[src/rtl/jtframe_sdram64_pkg.sv]
// rtl/jtframe_sdram64_pkg.sv - shared command encodings, arbiter states and helpers
package jtframe_sdram64_pkg;

    // SDRAM command encodings as {/CS, /RAS, /CAS, /WE}
    localparam logic [3:0] CMD_NOP       = 4'b0111;
    localparam logic [3:0] CMD_REFRESH   = 4'b0001;
    localparam logic [3:0] CMD_PRECHARGE = 4'b0010;
    localparam logic [3:0] CMD_ACTIVE    = 4'b0011;
    localparam logic [3:0] CMD_READ      = 4'b0101;
    localparam logic [3:0] CMD_WRITE     = 4'b0100;

    // Both byte lanes masked
    localparam logic [1:0] DQM_OFF = 2'b11;

    typedef enum logic [1:0] {
        ST_IDLE = 2'd0,
        ST_RGNT = 2'd1,
        ST_RFSH = 2'd2
    } arb_state_t;

    // Index of the set bit in a one-hot (or zero) 4-bit vector
    function automatic logic [1:0] onehot_to_idx(input logic [3:0] oh);
        logic [1:0] idx;
        idx = 2'd0;
        for (int k = 0; k < 4; k++) begin
            if (oh[k]) idx = 2'(k);
        end
        return idx;
    endfunction

endpackage

[src/rtl/jtframe_sdram64_pick.sv]
// rtl/jtframe_sdram64_pick.sv - combinational 4-way picker starting at a pointer
module jtframe_sdram64_pick (
    input  logic [3:0] i_elig,
    input  logic [1:0] i_ptr,
    output logic [3:0] o_win,
    output logic       o_valid
);

    logic [1:0] w_pos;

    // Scan from the pointer upwards with wrap; first eligible bank wins
    always_comb begin
        o_win   = 4'b0000;
        o_valid = 1'b0;
        w_pos   = 2'd0;
        for (int k = 0; k < 4; k++) begin
            w_pos = i_ptr + 2'(k);
            if (!o_valid && i_elig[w_pos]) begin
                o_win[w_pos] = 1'b1;
                o_valid      = 1'b1;
            end
        end
    end

endmodule

[src/rtl/jtframe_sdram64_arb.sv]
// rtl/jtframe_sdram64_arb.sv - SDRAM command-bus arbiter; JTFRAME_SDRAM64_RR_EN selects round-robin
module jtframe_sdram64_arb
    import jtframe_sdram64_pkg::*;
#(
    parameter int AW = 13
) (
    input  logic            clk,
    input  logic            rst_n,
    input  logic [3:0]      i_br,
    input  logic [3:0]      i_idle,
    input  logic [15:0]     i_bank_cmd,
    input  logic [4*AW-1:0] i_bank_a,
    input  logic [7:0]      i_bank_dqm,
    output logic [3:0]      o_bg,
    input  logic            i_rfsh_br,
    input  logic            i_rfshing,
    input  logic [3:0]      i_rfsh_cmd,
    input  logic [AW-1:0]   i_rfsh_a,
    output logic            o_rfsh_bg,
    output logic [3:0]      o_sdram_cmd,
    output logic [1:0]      o_sdram_ba,
    output logic [AW-1:0]   o_sdram_a,
    output logic [1:0]      o_sdram_dqm
);

    arb_state_t    r_state, w_next;
    logic [3:0]    r_bg, w_bg_n;
    logic          r_rfsh_bg, w_rfsh_bg_n;
    logic [3:0]    r_cmd, w_cmd_n;
    logic [1:0]    r_ba, w_ba_n;
    logic [AW-1:0] r_a, w_a_n;
    logic [1:0]    r_dqm, w_dqm_n;

    logic [3:0]    w_elig, w_mask, w_win;
    logic          w_valid, w_grant;
    logic [1:0]    w_idx, w_ptr;

    // A bank still holding br in its grant cycle must not win again;
    // while refresh is pending only banks with open rows may proceed
    assign w_elig = i_br & ~r_bg;
    assign w_mask = i_rfsh_br ? (w_elig & ~i_idle) : w_elig;
    assign w_idx  = onehot_to_idx(w_win);

    jtframe_sdram64_pick u_pick (
        .i_elig  (w_mask),
        .i_ptr   (w_ptr),
        .o_win   (w_win),
        .o_valid (w_valid)
    );

`ifdef JTFRAME_SDRAM64_RR_EN
    logic [1:0] r_ptr;

    // Round-robin pointer moves just past the bank that was granted
    always_ff @(posedge clk or negedge rst_n) begin
        if (!rst_n)       r_ptr <= 2'd0;
        else if (w_grant) r_ptr <= w_idx + 2'd1;
    end

    assign w_ptr = r_ptr;
`else
    assign w_ptr = 2'd0;
`endif

    // Next state, grant decision and next pin values
    always_comb begin
        w_next      = r_state;
        w_bg_n      = 4'b0000;
        w_rfsh_bg_n = 1'b0;
        w_cmd_n     = CMD_NOP;
        w_ba_n      = r_ba;
        w_a_n       = r_a;
        w_dqm_n     = DQM_OFF;
        w_grant     = 1'b0;
        case (r_state)
            ST_IDLE: begin
                if (i_rfsh_br && (&i_idle)) begin
                    w_rfsh_bg_n = 1'b1;
                    w_next      = ST_RGNT;
                end else if (w_valid) begin
                    w_grant = 1'b1;
                    w_bg_n  = w_win;
                    w_cmd_n = i_bank_cmd[{w_idx, 2'b00} +: 4];
                    w_ba_n  = w_idx;
                    w_a_n   = i_bank_a[w_idx*AW +: AW];
                    w_dqm_n = i_bank_dqm[{w_idx, 1'b0} +: 2];
                end
            end
            ST_RGNT: begin
                w_cmd_n = i_rfsh_cmd;
                w_a_n   = i_rfsh_a;
                w_next  = ST_RFSH;
            end
            ST_RFSH: begin
                if (i_rfshing) begin
                    w_cmd_n = i_rfsh_cmd;
                    w_a_n   = i_rfsh_a;
                end else begin
                    w_next = ST_IDLE;
                end
            end
            default: w_next = ST_IDLE;
        endcase
    end

    // State and registered pin outputs
    always_ff @(posedge clk or negedge rst_n) begin
        if (!rst_n) begin
            r_state   <= ST_IDLE;
            r_bg      <= 4'b0000;
            r_rfsh_bg <= 1'b0;
            r_cmd     <= CMD_NOP;
            r_ba      <= 2'd0;
            r_a       <= '0;
            r_dqm     <= DQM_OFF;
        end else begin
            r_state   <= w_next;
            r_bg      <= w_bg_n;
            r_rfsh_bg <= w_rfsh_bg_n;
            r_cmd     <= w_cmd_n;
            r_ba      <= w_ba_n;
            r_a       <= w_a_n;
            r_dqm     <= w_dqm_n;
        end
    end

    assign o_bg        = r_bg;
    assign o_rfsh_bg   = r_rfsh_bg;
    assign o_sdram_cmd = r_cmd;
    assign o_sdram_ba  = r_ba;
    assign o_sdram_a   = r_a;
    assign o_sdram_dqm = r_dqm;

endmodule

[config.mk]
export PLATFORM = sky130hd
export DESIGN_NAME = jtframe_sdram64_arb
export DESIGN_NICKNAME = d
export VERILOG_FILES = /design/src/rtl/jtframe_sdram64_pkg.sv /design/src/rtl/jtframe_sdram64_pick.sv /design/src/rtl/jtframe_sdram64_arb.sv
export SDC_FILE = /design/constraint.sdc
export NUM_CORES = 1
export LEC_CHECK = 0
export ABC_AREA = 0
export ABC_CLOCK_PERIOD_IN_PS = 3400
export BUFFER_PORTS_ARGS = -buffer_cell sky130_fd_sc_hd__buf_2
export CAP_MARGIN = 0
export CORE_MARGIN = 2
export CORE_UTILIZATION = 40
export CTS_BUF_LIST = sky130_fd_sc_hd__clkbuf_4
export DETAILED_ROUTE_END_ITERATION = 10
export PLACE_DENSITY = 0.72
export SETUP_SLACK_MARGIN = 0.4
export SLEW_MARGIN = 25
export SYNTH_ARGS = -nofsm -noshare
export SYNTH_HDL_FRONTEND = slang
export SYNTH_HIERARCHICAL = 1
export SYNTH_SLANG_ARGS = --single-unit
[constraint.sdc]
create_clock -name clk -period 3.4 [get_ports clk]
set_input_delay 0.85 -clock clk [delete_from_list [all_inputs] [get_ports clk]]
set_output_delay 0.85 -clock clk [all_outputs]
set_load 0.005 [all_outputs]
==> results of run 1 <==
## stage by stage
| stage | cell area, um2 | utilization, % | setup TNS [ns] | hold slack (ns) |
|---|---|---|---|---|
| floorplan | 2550 | - | 0 | 0.504 |
| global placement | 3380 | 56.7 | 0 | 0.484 |
| detailed placement | 3380 | 56.7 | -0.273 | 0.487 |
| CTS | 3420 | 57.5 | 0 | 0.522 |
| global route | 3640 | 61.2 | 0 | 0.549 |
| finish | 3640 | 61.2 | 0 | 0.516 |
## placed cells by master (no fill, tap or decap), drive strengths merged, types with 5 or more instances in the layout
cell type and count:
and2 5, a21oi 12, nand2 12, mux2i 12, o32ai 13, o21ai 5
ha 11, conb 9, mux2 20, dfrtp 23, buf 159, a211oi 19
nand2b 8, dfstp 5, nor2 12, nor3 14, inv 10, o22ai 7
nor2b 31
## logic make-up (layout without fill, tap and decap cells)
logic type,Yosys count,after routing
and+or+nand+nor,93,93
muxes,33,33
DFF,28,28
adders and majority gates,11,11
AOI/OAI and AO/OA,73,73
other,1,9
buffers and inverters,30,175
## sequential cells by signal, indices dropped and copies added, names as in the netlist
name and cells:
o_bg 4, r_state 2, o_sdram_dqm 2, o_sdram_a 13, o_sdram_ba 2, o_sdram_cmd 4, o_rfsh_bg 1
## worst max-delay path, cell delays in order
cell                        delay (ns)
sky130_fd_sc_hd__buf_6            0.10
sky130_fd_sc_hd__inv_4            0.05
sky130_fd_sc_hd__a211oi_4         0.04
sky130_fd_sc_hd__mux4_2           0.49
sky130_fd_sc_hd__a31o_1           0.21
sky130_fd_sc_hd__a221oi_2         0.22
sky130_fd_sc_hd__o2bb2ai_2        0.10
sky130_fd_sc_hd__buf_6            0.13
sky130_fd_sc_hd__or3_4            0.39
sky130_fd_sc_hd__buf_6            0.15
sky130_fd_sc_hd__a211oi_2         0.20
sky130_fd_sc_hd__nor3_2           0.07
sky130_fd_sc_hd__mux2_4           0.27
## power breakdown
group          total, uW  switching [uW]  internal (uW)
Combinational       2070             992           1080
Clock                151             108           43.2
Sequential           610            86.0            524
Total               2830            1190           1640
## timing repair
item	4_1_cts	5_1_grt
pin swaps	1	5
buffers inserted	1	9
endpoints found under the setup margin	14	17
resized for setup	2	25
cloned	0	1
## final cells by class
class	count	area, um2
Fill cell	517	2310
Multi-Input combinational cell	219	1820
Timing Repair Buffer	160	953
Sequential cell	28	707
Tap cell	75	93.8
Inverter	11	43.8
Clock buffer	3	22.5
Clock inverter	1	3.75
## final timing paths
path / end / slack, ns / cells past startpoint
min in group clk: o_sdram_a[9]$_DFFE_PN0P_ / 0.52 / 1
setup reg to reg: o_sdram_a[5]$_DFFE_PN0P_ / 0.58 / 11
hold / removal: o_sdram_a[0]$_DFFE_PN0P_ / 0.52 / 1
hold reg to reg: o_sdram_a[9]$_DFFE_PN0P_ / 0.52 / 1
max in group asynchronous: o_sdram_a[8]$_DFFE_PN0P_ / 2.46 / 1
setup / recovery: o_sdram_a[5]$_DFFE_PN0P_ / 0.37 / 13
## Yosys cell counts, types with 2 or more instances
library cell	instances	area, um2
sky130_fd_sc_hd__nor2b_1	31	194
sky130_fd_sc_hd__dfrtp_1	23	576
sky130_fd_sc_hd__mux2_2	20	225
sky130_fd_sc_hd__nor3_1	14	70.1
sky130_fd_sc_hd__o32ai_1	13	114
sky130_fd_sc_hd__a21oi_1	12	60.1
sky130_fd_sc_hd__mux2i_1	12	120
sky130_fd_sc_hd__nand2_1	12	45.0
sky130_fd_sc_hd__nor2_1	12	45.0
sky130_fd_sc_hd__ha_1	11	138
sky130_fd_sc_hd__a211oi_2	10	125
sky130_fd_sc_hd__inv_1	10	37.5
sky130_fd_sc_hd__a211oi_1	9	67.6
sky130_fd_sc_hd__buf_2	7	35.0
sky130_fd_sc_hd__nand2b_1	7	43.8
sky130_fd_sc_hd__o22ai_1	7	43.8
sky130_fd_sc_hd__clkbuf_1	6	22.5
sky130_fd_sc_hd__dfstp_2	5	131
sky130_fd_sc_hd__o21ai_0	5	25.0
sky130_fd_sc_hd__and2_1	4	25.0
sky130_fd_sc_hd__buf_6	4	45.0
sky130_fd_sc_hd__o2bb2ai_1	4	35.0
sky130_fd_sc_hd__a21o_1	3	22.5
sky130_fd_sc_hd__a221oi_2	2	30.0
sky130_fd_sc_hd__a31o_1	2	17.5
sky130_fd_sc_hd__and3_1	2	12.5
sky130_fd_sc_hd__o211ai_1	2	15.0
## per-layer routing
metal / up-vias / GRT usage (%)
li1: 1286 / -
met1: 1289 / 26.6
met2: 96 / 36.8
met3: 10 / 4.57
met4: 0 / 7.00
met5: - / 0
==> qor.log, run 1 <==
[routing] routed via count divided by cell count 5.39
[placement] DPL Wire Length 5.92 mm
[placement] count of buffers from port buffering 130
[timing] final hold violation count 0
[cts] root buf cell sky130_fd_sc_hd__clkbuf_4
[timing] worst-case setup margin in the final layout 0.366 ns
[floorplanning] initial core utilization 41.9%
[global_route] total congestion overflow after global routing 0
[floorplanning] number of placement rows 28
[cts] clock slew seen by the registers of the worst setup and hold paths 0.17 ns
[global_route] number of global-route vias before repair 2645
[min_path] HP Class input pin to asynchronous set/reset pin
[timing] slew of the pin with the lowest slew margin 0.659 ns
[power] Power Dens Cells 777 nW/um2
[worst_setup_path] element type at the critical path start input pin
[floorplanning] vertical die dimension 83.0 um
[finish] # diodes 0
[logic_synthesis] number of distinct library cells after synthesis 47
[logic_synthesis] Main synth FF type sky130_fd_sc_hd__dfrtp_1
[routing] wire length on met1 3.34 mm
[timing] Slew Viols, Final 0
[status] outcome finished, final reports clean
[logic_synthesis] mux contribution to synthesized area 14.8%
[logic_synthesis] synthesis warning total 6
[logic_synthesis] number of enable flip-flop cells after synthesis 0
[timing] Min Clock Period, post-route 3.03 ns
[floorplanning] die boundary width 83.0 um
[power] Max rail drop VDD 0.443 mV
[timing] unrepaired setup endpoints after global routing true
[global_route] wire length of the first global-routing pass 12.2 mm
[logic_synthesis] sequential-to-total area share from yosys stat 28.3%
[worst_setup_path] required time worst endpoint 3.64 ns
[logic_synthesis] main combinational cell family by area after synthesis compound AO/OA/AOI/OAI gates
[timing] final period utilization 89.2%
[timing] clock skew after layout 0.00873 ns
[timing] final number of setup-violating endpoints 0
[logic_synthesis] Post-Synth Adder-Cell Area 5.52%
[power] Static Leak 0.00171 uW
[logic_synthesis] simple-gate share of the synthesized area 21.2%
[power] post-layout total power 2830 uW
[routing] Initial DRC Count 131
[placement] cell total after placement 482
[cts] TritonCTS clock tree done
[logic_synthesis] Synth async-reset ratio 100%
[logic_synthesis] Synth Area in Compound Gates 23.9%
[routing] via total after detailed routing 2681
[routing] total wirelength of the detailed-routed design 7.87 mm
[finish] ratio of cells with drive above 1 in the final layout 53.3%
[cts] clock latency on the worst-skew pair 0.34 ns
[finish] final cell count without fillers 497
[global_route] pin count of the biggest net entering global routing 30
[routing] DRC violation count after routing 0
[worst_setup_path] CP max FO 6
[cts] number of buffers on the longest clock path 2
[worst_setup_path] worst endpoint data arrival time 3.27 ns
[floorplanning] core area 5960 um2
[timing] Rel. slew slack 56.1%
[job] total of max-cap violations 0
[logic_synthesis] Synth Cell Area 2490 um2
[logic_synthesis] mean instance size in the synthesized netlist 9.27 um2
[global_route] gr usage total 21.4%
[timing] timing-limited maximum frequency 330 MHz
[worst_setup_path] crit path capture type flop
[finish] area grow syn2layout 46.1%
[finish] net count of the finished layout 539
[routing] wire length on met3 479 um
[logic_synthesis] number of synthesized register bits 28
[logic_synthesis] xor and xnor area share after synthesis 0%
[routing] DR WL/cell 15.8 um
[worst_setup_path] class of the most critical setup path input pin to flop
[routing] highest metal layer used by the detailed router met4
[floorplanning] Total Die Area 6880 um2
[global_route] initial antenna violation count 0
[routing] wire length on met2 3.93 mm
[cts] maximum level of the CTS H-tree 1
[floorplanning] number of top-level design ports 131
[placement] placer congestion estimate 0.815
[routing] first drt pass iteration count 4
[logic_synthesis] synthesized netlist cell count 269
[worst_setup_path] Worst setup startpoint i_br[0]
[cts] Clock Sinks 28
[routing] Antenna Violating Nets Remaining 0
[worst_setup_path] origin of the critical flop-to-flop path o_bg[0]$_DFF_PN0_
[cts] number of buffers created by CTS 3
[cts] Post-CTS Hold Buffers 0
[placement] pre-CTS setup slack -0.0571 ns
Power figures use the tool's default switching activity.
==> inputs of run 2 (changes only) <==
--- a/config.mk
+++ b/config.mk
@@ -10,10 +10,11 @@
 export BUFFER_PORTS_ARGS = -buffer_cell sky130_fd_sc_hd__buf_2
 export CAP_MARGIN = 0
 export CORE_MARGIN = 2
-export CORE_UTILIZATION = 40
+export CORE_UTILIZATION = 47
 export CTS_BUF_LIST = sky130_fd_sc_hd__clkbuf_4
+export CTS_CLUSTER_SIZE = 12
 export DETAILED_ROUTE_END_ITERATION = 10
-export PLACE_DENSITY = 0.72
+export PLACE_DENSITY = 0.83
 export SETUP_SLACK_MARGIN = 0.4
 export SLEW_MARGIN = 25
 export SYNTH_ARGS = -nofsm -noshare
==> run 2 against run 1 <==
  * Die area down 14%
  * Via count down 0.86%
  * Combinational power down 7%
  * Flip-flop and latch count unchanged
  * Wire length down 1.1%
  * Hold slack worse by 0.0077 ns
  * Critical path type unchanged
  * Critical endpoint is now o_sdram_a[3]$_DFFE_PN0P_
  * Largest cell class unchanged
==> qor.log, run 2 (synthesis gave the netlist of run 1 again) <==
[timing] Rel. slew slack 46.5% [-9.5 points]
[global_route] number of global-route vias before repair 2611 [-1.3%]
[finish] area grow syn2layout 41.2%
[cts] number of buffers created by CTS 3 [unchanged]
[timing] clock skew after layout 0.00494 ns [-0.00379 ns]
[worst_setup_path] element type at the critical path start input pin
[routing] DRC violation count after routing 0 [unchanged]
[finish] summed area of non-filler cells in the final layout 3520 um2 [-3.3%]
[worst_setup_path] critical-path cell with the highest stage delay sky130_fd_sc_hd__mux4_2
[worst_setup_path] cell-by-cell trace of the critical path buf_4 -> a211oi_4 -> mux4_2 -> a31o_1 -> a221oi_2 -> o2bb2ai_1 -> buf_4 -> or3_4 -> buf_6 -> a211oi_4 -> nor3_2 -> mux2_4
[finish] most used cells in the layout excluding fill and tap cells sky130_fd_sc_hd__buf_2 (127), sky130_fd_sc_hd__nor2b_1 (31), sky130_fd_sc_hd__buf_4 (23), sky130_fd_sc_hd__dfrtp_1 (23), sky130_fd_sc_hd__mux2_2 (18)
[routing] Initial DRC Count 217 [+66%]
[finish] ratio of cells with drive above 1 in the final layout 51.9% [-1.4 points]
[worst_setup_path] class of the most critical setup path input pin to flop
[floorplanning] initial core utilization 48.8% [+7.0 points]
[cts] number of buffers on the longest clock path 2 [unchanged]
[routing] first drt pass iteration count 4 [unchanged]
[worst_setup_path] CP max FO 6 [unchanged]
[finish] footprint of the multi-input gates 1780 um2 [-2.0%]
[timing] unrepaired setup endpoints after global routing true
[floorplanning] die boundary width 76.8 um [-7.4%]
[finish] flip-flop count of the largest register, all copies and words added 13 [unchanged]
[timing] final number of setup-violating endpoints 0 [unchanged]
[cts] root buf cell sky130_fd_sc_hd__clkbuf_4
[finish] number of fillers in the final layout 403 [-22%]
[global_route] wire length of the first global-routing pass 12.3 mm [+0.68%]
[cts] Clock Sinks 28 [unchanged]
[cts] clock latency on the worst-skew pair 0.33 ns [about the same]
[finish] final cell count without fillers 486 [-2.2%]
[power] Max rail drop VDD 0.543 mV [+23%]
[cts] maximum level of the CTS H-tree 1 [unchanged]
[global_route] pin count of the biggest net entering global routing 30 [unchanged]
[routing] DR WL/cell 16.0 um [+1.1%]
[timing] final hold violation count 0 [unchanged]
[floorplanning] number of top-level design ports 131 [unchanged]
[placement] placed instance area 3380 um2 [-0.11%]
[timing] timing-limited maximum frequency 326 MHz [-1.1%]
[floorplanning] vertical die dimension 76.8 um [-7.4%]
[cts] TritonCTS clock tree done
[timing] final period utilization 90.2% [+1.0 points]
[floorplanning] number of placement rows 26 [-7.1%]
[timing] Min Clock Period, post-route 3.07 ns [+0.0349 ns]
[cts] Post-CTS Hold Buffers 0 [unchanged]
[placement] placer congestion estimate 0.900 [+10%]
[min_path] HP Class input pin to asynchronous set/reset pin
[floorplanning] core area 5110 um2 [-14%]
[placement] count of buffers from port buffering 130 [unchanged]
[finish] net count of the finished layout 533 [-1.1%]
[routing] via total after detailed routing 2658 [-0.86%]
[finish] most frequent standard cell in the layout excluding fill and tap cells sky130_fd_sc_hd__buf_2
[timing] Slew Viols, Final 0 [unchanged]
[job] total of max-cap violations 0 [unchanged]
[global_route] total congestion overflow after global routing 0 [unchanged]
[floorplanning] Total Die Area 5900 um2 [-14%]
[power] Power Dens Cells 765 nW/um2 [-1.5%]
[status] outcome finished, final reports clean
[cts] clock slew seen by the registers of the worst setup and hold paths 0.16 ns [about the same]
[worst_setup_path] worst endpoint data arrival time 3.31 ns [+0.04 ns]
[finish] register area 707 um2 [unchanged]
[finish] # diodes 0 [unchanged]
[placement] cell total after placement 479 [-0.62%]
[power] Static Leak 0.00165 uW [-3.3%]
[worst_setup_path] required time worst endpoint 3.64 ns [about the same]
[global_route] initial antenna violation count 0 [unchanged]
[routing] total wirelength of the detailed-routed design 7.78 mm [-1.1%]
[timing] slew of the pin with the lowest slew margin 0.802 ns [+0.143 ns]
[worst_setup_path] stage delay of the slowest cell on the critical path 0.48 ns [about the same]
[routing] routed via count divided by cell count 5.47 [+1.4%]
[global_route] gr usage total 25.7% [+4.3 points]
[routing] Antenna Violating Nets Remaining 0 [unchanged]
[placement] DPL Wire Length 6.05 mm [+2.2%]
[worst_setup_path] crit path capture type flop
## run 2: cell count changes in the layout (fill, tap and decap cells not counted), moves of 2 or more
cell / previous run / this run
sky130_fd_sc_hd__a211oi_2: 13 / 11
sky130_fd_sc_hd__buf_6: 4 / 2
sky130_fd_sc_hd__a211oi_1: 3 / 5
sky130_fd_sc_hd__buf_4: 25 / 23
## run 2: power by group
group | switching (uW) | total, uW | internal, uW
combinational | 956 | 1930 | 970
sequential | 86.1 | 610 | 524
clock | 104 | 158 | 54.0
total | 1150 | 2690 | 1550
## run 2: timing repair
action	in CTS	in global routing
pin swaps	0	7
endpoints found under the setup margin	14	17
setup buffers	0	3
resized for setup	3	16
## run 2: through the flow
step                util, %  power (uW)  worst slack (ns)  hold WS, ns  TNS [ns]
global route           68.9        2900             0.290        0.539         0
global placement       66.1        2350            0.0731        0.485         0
CTS                    67.0        2580             0.404        0.523         0
detailed placement     66.1        2410           -0.0285        0.489   -0.0841
floorplan                 -        1830             0.112        0.504         0
finish                 68.9        2690             0.332        0.508         0
## run 2: final cells by class
cell class	count	share of cell area (%)
clock buffer	4	0.853
inverter	11	1.24
multi-input combinational	219	50.6
sequential	28	20.1
tap	70	2.49
timing repair buffer	154	24.7
## run 2: worst paths after layout
path | start | end | slack, ns | cells past startpoint
min reg2reg | o_sdram_a[9]$_DFFE_PN0P_ | o_sdram_a[9]$_DFFE_PN0P_ | 0.52 | 1
max in group asynchronous | rst_n | o_sdram_a[2]$_DFFE_PN0P_ | 2.46 | 1
max reg2reg | o_bg[0]$_DFF_PN0_ | o_sdram_a[3]$_DFFE_PN0P_ | 0.54 | 11
max | i_rfsh_br | o_sdram_a[3]$_DFFE_PN0P_ | 0.33 | 12
min in group clk | o_sdram_a[9]$_DFFE_PN0P_ | o_sdram_a[9]$_DFFE_PN0P_ | 0.52 | 1
min | rst_n | o_sdram_cmd[3]$_DFF_PN0_ | 0.51 | 1
## run 2: routing by layer
layer / vias up / GRT usage, % / part of all wire [%]
met2: 112 / 44.4 / 50
met1: 1254 / 33.8 / 43
met5: - / 0 / 0
met4: 0 / 8.55 / 2.1
met3: 16 / 2.12 / 4.8
li1: 1276 / - / -
## run 2: worst max-delay path, delay by kind of cell
kind / cells / cell delay (ns)
and+or+nand+nor: 2 / 0.49
buffers and inverters: 3 / 0.42
muxes: 2 / 0.75
AOI/OAI and AO/OA: 5 / 0.78
